==> src/rtl/johnson_seq_pkg.sv <==
`default_nettype none
// ============================================================================
// Module      : johnson_seq_pkg
// Description : Shared types and constants for the Johnson-counter sequencer.
//               Holds the controller state encoding and the direction codes
//               used on cmd_dir and inside the counter core.
// Ports       : none (package)
// Revision    : 1.0 - initial release
// ============================================================================
package johnson_seq_pkg;

    // Controller states; encoding is fixed so it can be probed externally.
    typedef enum logic [1:0] {
        IDLE = 2'b00,
        RUN  = 2'b01,
        DONE = 2'b10
    } state_t;

    // Direction codes carried on cmd_dir and the core dir input.
    localparam logic DIR_FWD = 1'b0;
    localparam logic DIR_REV = 1'b1;

endpackage : johnson_seq_pkg
`default_nettype wire

==> src/rtl/johnson_core.sv <==
`default_nettype none
// ============================================================================
// Module      : johnson_core
// Description : N-bit Johnson counter register with enable and direction,
//               plus a combinational decode of the counter state into its
//               index within the forward sequence (0 .. 2N-1).
// Ports       : clk    - clock, rising edge
//               reset  - synchronous reset, active low
//               en     - advance the counter by one state this edge
//               dir    - 0 = forward, 1 = reverse
//               count  - registered Johnson state
//               phase  - forward-sequence index of count
// Revision    : 1.0 - initial release
// ============================================================================
module johnson_core
    import johnson_seq_pkg::*;
#(
    parameter  int N  = 4,
    localparam int PW = $clog2(2 * N)
) (
    input  logic          clk,
    input  logic          reset,
    input  logic          en,
    input  logic          dir,
    output logic [N-1:0]  count,
    output logic [PW-1:0] phase
);

    // 2N truncated to PW bits. When 2N is a power of two this is 0, and the
    // modular subtraction below still yields 2N - p.
    localparam logic [PW-1:0] C_TWO_N = PW'(2 * N);

    logic [N-1:0]  count_q;
    logic [N-1:0]  count_d;
    logic [PW-1:0] w_popcnt;

    // Forward feeds the inverted MSB into the LSB; reverse is its exact
    // inverse, feeding the inverted LSB into the MSB.
    always_comb begin
        count_d = count_q;
        if (en) begin
            if (dir == DIR_REV) begin
                count_d = {~count_q[0], count_q[N-1:1]};
            end else begin
                count_d = {count_q[N-2:0], ~count_q[N-1]};
            end
        end
    end

    always_ff @(posedge clk) begin
        if (!reset) begin
            count_q <= '0;
        end else begin
            count_q <= count_d;
        end
    end

    // The first N forward states fill with ones from the LSB (index = number
    // of ones); the second N drain ones from the LSB end, so bit 0 is clear
    // and the index counts back down from 2N.
    always_comb begin
        w_popcnt = '0;
        for (int i = 0; i < N; i++) begin
            w_popcnt = w_popcnt + {{(PW-1){1'b0}}, count_q[i]};
        end
        if (count_q[0] || (count_q == '0)) begin
            phase = w_popcnt;
        end else begin
            phase = C_TWO_N - w_popcnt;
        end
    end

    assign count = count_q;

endmodule : johnson_core
`default_nettype wire

==> src/rtl/johnson_sequencer.sv <==
`default_nettype none
// ============================================================================
// Module      : johnson_sequencer
// Description : Command-driven controller that advances a Johnson counter a
//               requested number of steps in a chosen direction, with pause
//               and abort, a one-cycle done pulse and a decoded phase index.
// Ports       : clk        - clock, rising edge
//               reset      - synchronous reset, active low
//               cmd_valid  - command present
//               cmd_ready  - high in IDLE; accept = valid & ready at an edge
//               cmd_steps  - number of advances requested
//               cmd_dir    - 0 = forward, 1 = reverse
//               pause      - hold counter and step count while running
//               abort      - end the run without a done pulse
//               count      - Johnson counter state
//               phase      - forward-sequence index of count
//               steps_left - remaining advances
//               busy       - high while running
//               done       - one-cycle completion pulse
// Revision    : 1.0 - initial release
// ============================================================================
module johnson_sequencer
    import johnson_seq_pkg::*;
#(
    parameter int N      = 4,
    parameter int STEP_W = 8
) (
    input  logic                     clk,
    input  logic                     reset,
    input  logic                     cmd_valid,
    output logic                     cmd_ready,
    input  logic [STEP_W-1:0]        cmd_steps,
    input  logic                     cmd_dir,
    input  logic                     pause,
    input  logic                     abort,
    output logic [N-1:0]             count,
    output logic [$clog2(2*N)-1:0]   phase,
    output logic [STEP_W-1:0]        steps_left,
    output logic                     busy,
    output logic                     done
);

    localparam logic [STEP_W-1:0] C_ONE = STEP_W'(1);

    state_t              state_q;
    state_t              state_d;
    logic [STEP_W-1:0]   steps_left_q;
    logic [STEP_W-1:0]   steps_left_d;
    logic                dir_q;
    logic                dir_d;
    logic                busy_q;
    logic                done_q;
    logic                ready_q;
    logic                w_core_en;

    // The counter moves exactly when the run advances; abort outranks pause
    // but both stop the shift on their edge.
    assign w_core_en = (state_q == RUN) & ~pause & ~abort;

    johnson_core #(
        .N (N)
    ) u_core (
        .clk   (clk),
        .reset (reset),
        .en    (w_core_en),
        .dir   (dir_q),
        .count (count),
        .phase (phase)
    );

    always_comb begin
        state_d      = state_q;
        steps_left_d = steps_left_q;
        dir_d        = dir_q;
        case (state_q)
            IDLE: begin
                if (cmd_valid) begin
                    // A zero-step command completes immediately; loading the
                    // field anyway keeps steps_left at 0 for the done cycle.
                    steps_left_d = cmd_steps;
                    if (cmd_steps == '0) begin
                        state_d = DONE;
                    end else begin
                        dir_d   = cmd_dir;
                        state_d = RUN;
                    end
                end
            end
            RUN: begin
                if (abort) begin
                    state_d = IDLE;
                end else if (!pause) begin
                    steps_left_d = steps_left_q - C_ONE;
                    if (steps_left_q == C_ONE) begin
                        state_d = DONE;
                    end
                end
            end
            DONE: begin
                state_d = IDLE;
            end
            default: begin
                state_d = IDLE;
            end
        endcase
    end

    // Status outputs are registered from the next-state so they line up with
    // the state they describe.
    always_ff @(posedge clk) begin
        if (!reset) begin
            state_q      <= IDLE;
            steps_left_q <= '0;
            dir_q        <= DIR_FWD;
            busy_q       <= 1'b0;
            done_q       <= 1'b0;
            ready_q      <= 1'b1;
        end else begin
            state_q      <= state_d;
            steps_left_q <= steps_left_d;
            dir_q        <= dir_d;
            busy_q       <= (state_d == RUN);
            done_q       <= (state_d == DONE);
            ready_q      <= (state_d == IDLE);
        end
    end

    assign cmd_ready  = ready_q;
    assign steps_left = steps_left_q;
    assign busy       = busy_q;
    assign done       = done_q;

endmodule : johnson_sequencer
`default_nettype wire

==> config.mk <==
export PLATFORM = sky130hd
export DESIGN_NAME = johnson_sequencer
export DESIGN_NICKNAME = d
export VERILOG_FILES = /design/src/rtl/johnson_seq_pkg.sv /design/src/rtl/johnson_core.sv /design/src/rtl/johnson_sequencer.sv
export SDC_FILE = /design/constraint.sdc
export NUM_CORES = 1
export LEC_CHECK = 0
export CAP_MARGIN = 20
export CELL_PAD_IN_SITES_DETAIL_PLACEMENT = 1
export CELL_PAD_IN_SITES_GLOBAL_PLACEMENT = 2
export CORE_UTILIZATION = 28
export CTS_BUF_LIST = sky130_fd_sc_hd__clkbuf_16
export DETAILED_ROUTE_END_ITERATION = 6
export GPL_TIMING_DRIVEN = 0
export PLACE_DENSITY = 0.82
export SLEW_MARGIN = 10
export SYNTH_ARGS = -nofsm -noshare
export SYNTH_HDL_FRONTEND = slang
export SYNTH_SLANG_ARGS = --single-unit
==> constraint.sdc <==
create_clock -name clk -period 4.3 [get_ports clk]
set_input_delay 1.29 -clock clk [delete_from_list [all_inputs] [get_ports clk]]
set_output_delay 1.29 -clock clk [all_outputs]
set_load 0.02 [all_outputs]
# --- Word level (Yosys, flattened, before mapping) ---
# Index checks and enable logic that the tools add are counted.
# W data, S select, Z words.
totals:
  reg_bits: 18
  latchBits: 0
  ramBits: 0
  mem_bits_ro: 0
  in_bits: 14
  out_inout_bits: 18
  wordCells: 46
  memories: 0
classes:
  add_sub_neg: 5
  multipliers: 0
  n_div: 0
  order_cmp: 0
  eq_ne: 7
  shifts: 0
  muxes: 12
  bitwise_logic: 7
  reduce_logical: 8
ops:
  columns: ["op", "count"]
  rows:
  - ["$mux W8", 3]
  - ["$pmux W8 S2", 1]
  - ["$mux W2", 5]
  - ["$eq A8 B1 Y1 const B", 1]
  - ["$logic_not A8 Y1", 1]
  - ["$sub A8 B1 Y8 const B", 1]
  - ["$add A3 B1 Y3", 2]
  - ["$ne A2 B2 Y1 const B", 3]
  - ["$not A1 Y1", 5]
  - ["$eq A2 B1 Y1 const B", 2]
  - ["$logic_not A2 Y1", 2]
  - ["$logic_not A4 Y1", 1]
  - ["$mux W4", 1]
  - ["$pmux W2 S2", 1]
  - ["$reduce_and A4 Y1", 1]
  - ["$mux W3", 1]
  - ["$reduce_and A3 Y1", 1]
  - ["$sub A1 B3 Y3 const A", 1]
  - ["$add A1 B1 Y2", 1]
  - ["$and A1 B1 Y1", 2]
  - ["$eq A2 B2 Y1 const B", 1]
  - ["$reduce_bool A2 Y1", 1]
  - ["$logic_or A1 B1 Y1", 1]

# --- Longest topological paths before layout ---
# Gate-level depths: netlist of run 1.
logic_depth:
  word_depth: 6
  depth_mapped: 8

# --- Cells and area by module ---
# Synthesis of run 1 repeated with hierarchy kept, for this count alone.
hier_totals:
  cells_unflattened: 129
  area_unflattened_um2: 1127.3
by_module_without_submodules:
  columns: ["mod", "instances", "cells_per_inst", "area_each_um2", "seq_area_each_um2"]
  rows:
  - ["johnson_sequencer", 1, 89, 785.8, 280.3]
  - ["johnson_core", 1, 40, 341.6, 80.1]

# --- Worst setup path after synthesis of run 1 ---
# Ideal clock, no wire load.
synth_path:
  path_type: "reg2out"
  start: "register u_core.count_q[0], in the netlist u_core.count[0]"
  end: "output port phase[2]"
  t_arrival_ns: 2.259
  required_ns: 3.010
  path_slack_ns: 0.751
  stages_incl_launch_ff: 8
  n_path_buf: 0
  cell_sequence: "dfxtp_1 -> inv_1 -> ha_1 -> fa_1 -> inv_1 -> ha_1 -> nor2b_1 -> xor2_1"
synth_via:
  elab_chain_cells: 5
  word_cells_on_any_way: 7
  classes_between: "4 x add/sub; 1 x mux; 2 x reduce/logical"
synth_rtl:
  columns: ["item", "line", "text"]
  rows:
  - ["start, declared", "johnson_core.sv:33", "logic [N-1:0] count_q;"]
  - ["start signal, assigned", "johnson_core.sv:54", "count_q <= count_d;"]
  - ["$add A1 B1 Y2", "johnson_core.sv:64", "w_popcnt = w_popcnt + {{(PW-1){1'b0}}, count_q[i]};"]
  - ["$add A3 B1 Y3 (2 in a row)", "johnson_core.sv:64", null]
  - ["$sub A1 B3 Y3", "johnson_core.sv:69", "phase = C_TWO_N - w_popcnt;"]
  - ["$mux W3 *", "johnson_core.sv:66", "if (count_q[0] || (count_q == '0)) begin"]
  - ["end, declared", "johnson_sequencer.sv:37", "output logic [$clog2(2*N)-1:0] phase,"]
# Every way passes the cells marked *; elsewhere a longest branch is shown, timed or not.

# --- Worst setup path in the final report of run 1 ---
# Same ends and word-level chain as after synthesis.

==> results.txt, run 1 <==
* Via count normalized by instance count: 5.11
- Setup violations remaining at the end of the flow were counted as 0.
- Series of cell instances along the critical path: inv_1 > ha_1 > fa_1 > ha_1 > inv_1 > ha_1 > nor2b_1 > xor2_1 > clkdlybuf4s50_1
- In the post-synthesis netlist, the biggest area contributors are sky130_fd_sc_hd__dfxtp_1, sky130_fd_sc_hd__ha_1, sky130_fd_sc_hd__o21ai_0.
- The core region is 3690 sq um.
* Least-Margin Pin Slew: 0.509 ns
- Area overhead of the layout relative to synthesis: 40.7%
- Width of the die: 64.1 um
* Global route total overflow: 0
* Cells resized by post-CTS repair: 0
- Yosys instantiated no cell more often than sky130_fd_sc_hd__dfxtp_1.
- After synthesis, the largest area contributor takes up 33.4% of total cell area.
- Required time of the critical path: 3.01 ns
* Final WL: about 3.0 mm
* Synth async-reset ratio: 0%
- Maximum number of pins on one net before global-route repair: 11
- Once placement completed, the tool counted placed cells totaling 205.
- The initial antenna violation count was 0.
- The number of clock buffers added by TritonCTS is 3.
- Across the VDD grid, the largest voltage drop is about 0.15 mV.
- Category of the worst setup path launch point: register
- The floorplan step set the die height to 64.1 um.
- Achievable clock frequency: ~0.24 GHz
- The max-slew violation count came to 0.
- Max-cap violations in this run came to 0.
- For this design the top-level I/O count stands at 32.
* Via count of the first global-routing pass: 1071
- Met1 Resource Use GR: 19.5%
- After floorplanning, the core was divided into 22 placement rows.
- Critical path data arrival time: 2.86 ns
* Final critical delay including setup and external delays: 4.15 ns
* Final total negative setup slack: 0 ns
- Starting utilization of the core area: 29.2%
- On the critical path the largest part of the delay comes from adder cells.
- Setup repair after global routing left no endpoint under its margin.
- Critical hold path startpoint: steps_left[1]$_SDFFE_PN0P_
- Portion of the post-synthesis area used by sequential elements: 33.4%
- Overall power consumption: between 500 and 600 uW
- EDFF count, synth: 0
- Synthesis handed over a netlist of 127 instances.
- No sink is reached through more buffers than the 2 on the longest clock path.
* Skew final: a little over 0.004 ns
* Synth cell count leaders: sky130_fd_sc_hd__dfxtp_1, sky130_fd_sc_hd__o21ai_0, sky130_fd_sc_hd__nand2_1
- In the global route stage, overall resource usage came out at 16.0%.
- In the finished design, the share of the clock period the worst path needs comes to 96.5%.
- Number of DRC violations after detailed routing: 0
- Net count after synthesis: around 150
* Routed via count: 1068
* Worst Path Class, Setup: reg2out
- Number of port buffers: 30
* Worst setup path startpoint: u_core.count[0]$_SDFFE_PN0P_
- Iter 0 DRT Violations: 57
* Critical path's most frequent cell: sky130_fd_sc_hd__ha_1
* Routing usage on met3: 3.57%
- After clock tree synthesis, the clock-pin slew on the worst setup and hold paths is 0.06 ns.
* Number of unique standard cell types used by synthesis: 39
- Number of iterations in the first detailed-routing pass: 4
- Standby leakage power: 0.584 nW
* Number of antenna repair diodes: 0
* Outcome: finished clean
- TritonCTS built the clock tree.
* Path class of the lowest-slack min-delay path: reg2reg
- Clock latency on the worst-skew pair: 0.25 ns
- Nets: 183
- For this run, global-route usage on met2 was measured as 27.4%.
- The number of buffers and inverters on the critical path is 3.
* Most Crowded Layer GR: met2
* Post-CTS Hold Fix Bufs: 0
- In this run the worst path has a maximum fanout of 5.
- In this run the number of H-tree levels came out at 1.
- The number of endpoints with negative hold slack in the final report came to 0.
- Critical path capture point type: primary output
- In this run the mean area of a mapped cell was between 8 and 9 sq um.
- After synthesis the netlist holds a flip-flop and latch count of 18.
* Worst max-slew margin expressed relative to the limit: approximately two thirds
* Dominant synthesized flop cell: sky130_fd_sc_hd__dfxtp_1
- CTS saw 18 sinks.
* Post-synthesis cell area: ~1100 sq um
- Global-route wire length before repair: 5.07 mm
* Layout cells sized above 1: around 5.6%
- Maximum cell stage delay along the critical path: roughly 0.62 ns
* Worst r2r src: steps_left[0]$_SDFFE_PN0P_
- The finished layout holds between 200 and 250 standard cells, fillers aside.
* PwrDens: 335 nW/um^2
- Residual antenna-violating net count after detailed routing: 0
- Clock tree root driver cell: sky130_fd_sc_hd__clkbuf_16
- Mean routed wirelength per cell: 14.5 um
- Number of setup buffers added after CTS: 0
- Die area: 4100 sq um
- YS warnings: 0
* Most area-hungry cell type in the Yosys netlist: sky130_fd_sc_hd__dfxtp_1
- Slowest CP cell: sky130_fd_sc_hd__clkdlybuf4s50_1
- The wire-length estimate of the detail-placed layout is 2.39 mm.
- GPL Wtd Cong: 0.789
path summary, 6_finish.rpt:
path,depth (start not counted),end,slack [ns]
max reg2reg,6,steps_left[6]$_SDFFE_PN0P_,2.54
min reg2reg,2,steps_left[1]$_SDFFE_PN0P_,0.52
min,2,steps_left[1]$_SDFFE_PN0P_,0.52
max,9,phase[2],0.15
sequential cells by signal, indices dropped and copies added, names as in the netlist:
signal and cells:
state_q 2, u_core.count 4, busy 1, dir_q 1, done 1, steps_left 8, cmd_ready 1
cells in the final DEF (no fill, tap or decap), drive strengths merged, types with 2 or more instances in the layout:
cell / instances
nand2: 11
clkdlybuf4s50: 30
o211ai: 5
nor2: 5
or3b: 3
and2: 2
o21a: 2
dfxtp: 18
o211a: 3
nand2b: 2
nor4: 3
o21ai: 12
ha: 6
nor2b: 4
nor3: 6
a21oi: 11
a21boi: 2
a21o: 3
inv: 6
mux2i: 3
or2b: 2
clkbuf: 7
logic make-up (layout without fill, tap and decap cells):
group | count (synthesis) | in the layout | synth area share, %
flip-flops | 18 | 18 | 33.4
adder cells (fa/ha/maj) | 7 | 7 | 8.82
buffers and inverters | 11 | 45 | 3.94
AND/OR/NAND/NOR | 46 | 46 | 24.9
AO/OA/AOI/OAI | 41 | 41 | 25.3
multiplexers | 3 | 3 | 2.78
XOR/XNOR | 1 | 1 | 0.812
power by group:
part	internal, mW	switching, mW	leakage [nW]	total, mW
clock network	0.124	0.0657	0.0385	0.189
logic	0.0607	0.0673	0.398	0.128
registers	0.178	0.0127	0.148	0.191
total	0.363	0.146	0.584	0.508
layout make-up:
class / instances / area [sq um]
well taps: 48 / 60.1
plain buffers: 5 / 20.0
fillers: 449 / 2170
repair buffers: 30 / 300
flip-flops and latches: 18 / 360
clock buffers: 3 / 75.1
clock inverters: 1 / 3.75
inverters: 6 / 22.5
multi-input cells: 98 / 676
layer usage:
metal	vias to the layer above	wire, um
met5	-	0
met4	0	37
met3	4	131
met2	27	1430
met1	510	1430
li1	527	-
through the flow:
stage / hold WS (ns) / setup WS [ns] / utilization, % / area (sq um)
after floorplan: 0.532 / 0.751 / - / 1080
after global placement: 0.498 / 0.459 / 39.0 / 1440
after detailed placement: 0.513 / 0.404 / 39.0 / 1440
after CTS: 0.524 / 0.120 / 41.1 / 1520
after global routing: 0.562 / 0.0118 / 41.1 / 1520
final: 0.516 / 0.151 / 41.1 / 1520
tightest hold or removal path, stage by stage, from the launching register on:
cell and delay (ns):
sky130_fd_sc_hd__dfxtp_1 0.34, sky130_fd_sc_hd__nand2_1 0.07, sky130_fd_sc_hd__a21boi_0 0.06
Power figures use the tool's default switching activity.
==> run 2: changes to the inputs <==
- CTS_CLUSTER_DIAMETER: not set -> 150
==> results of run 2 <==
No change in the layout: final DEF, timing and power equal those of run 1.
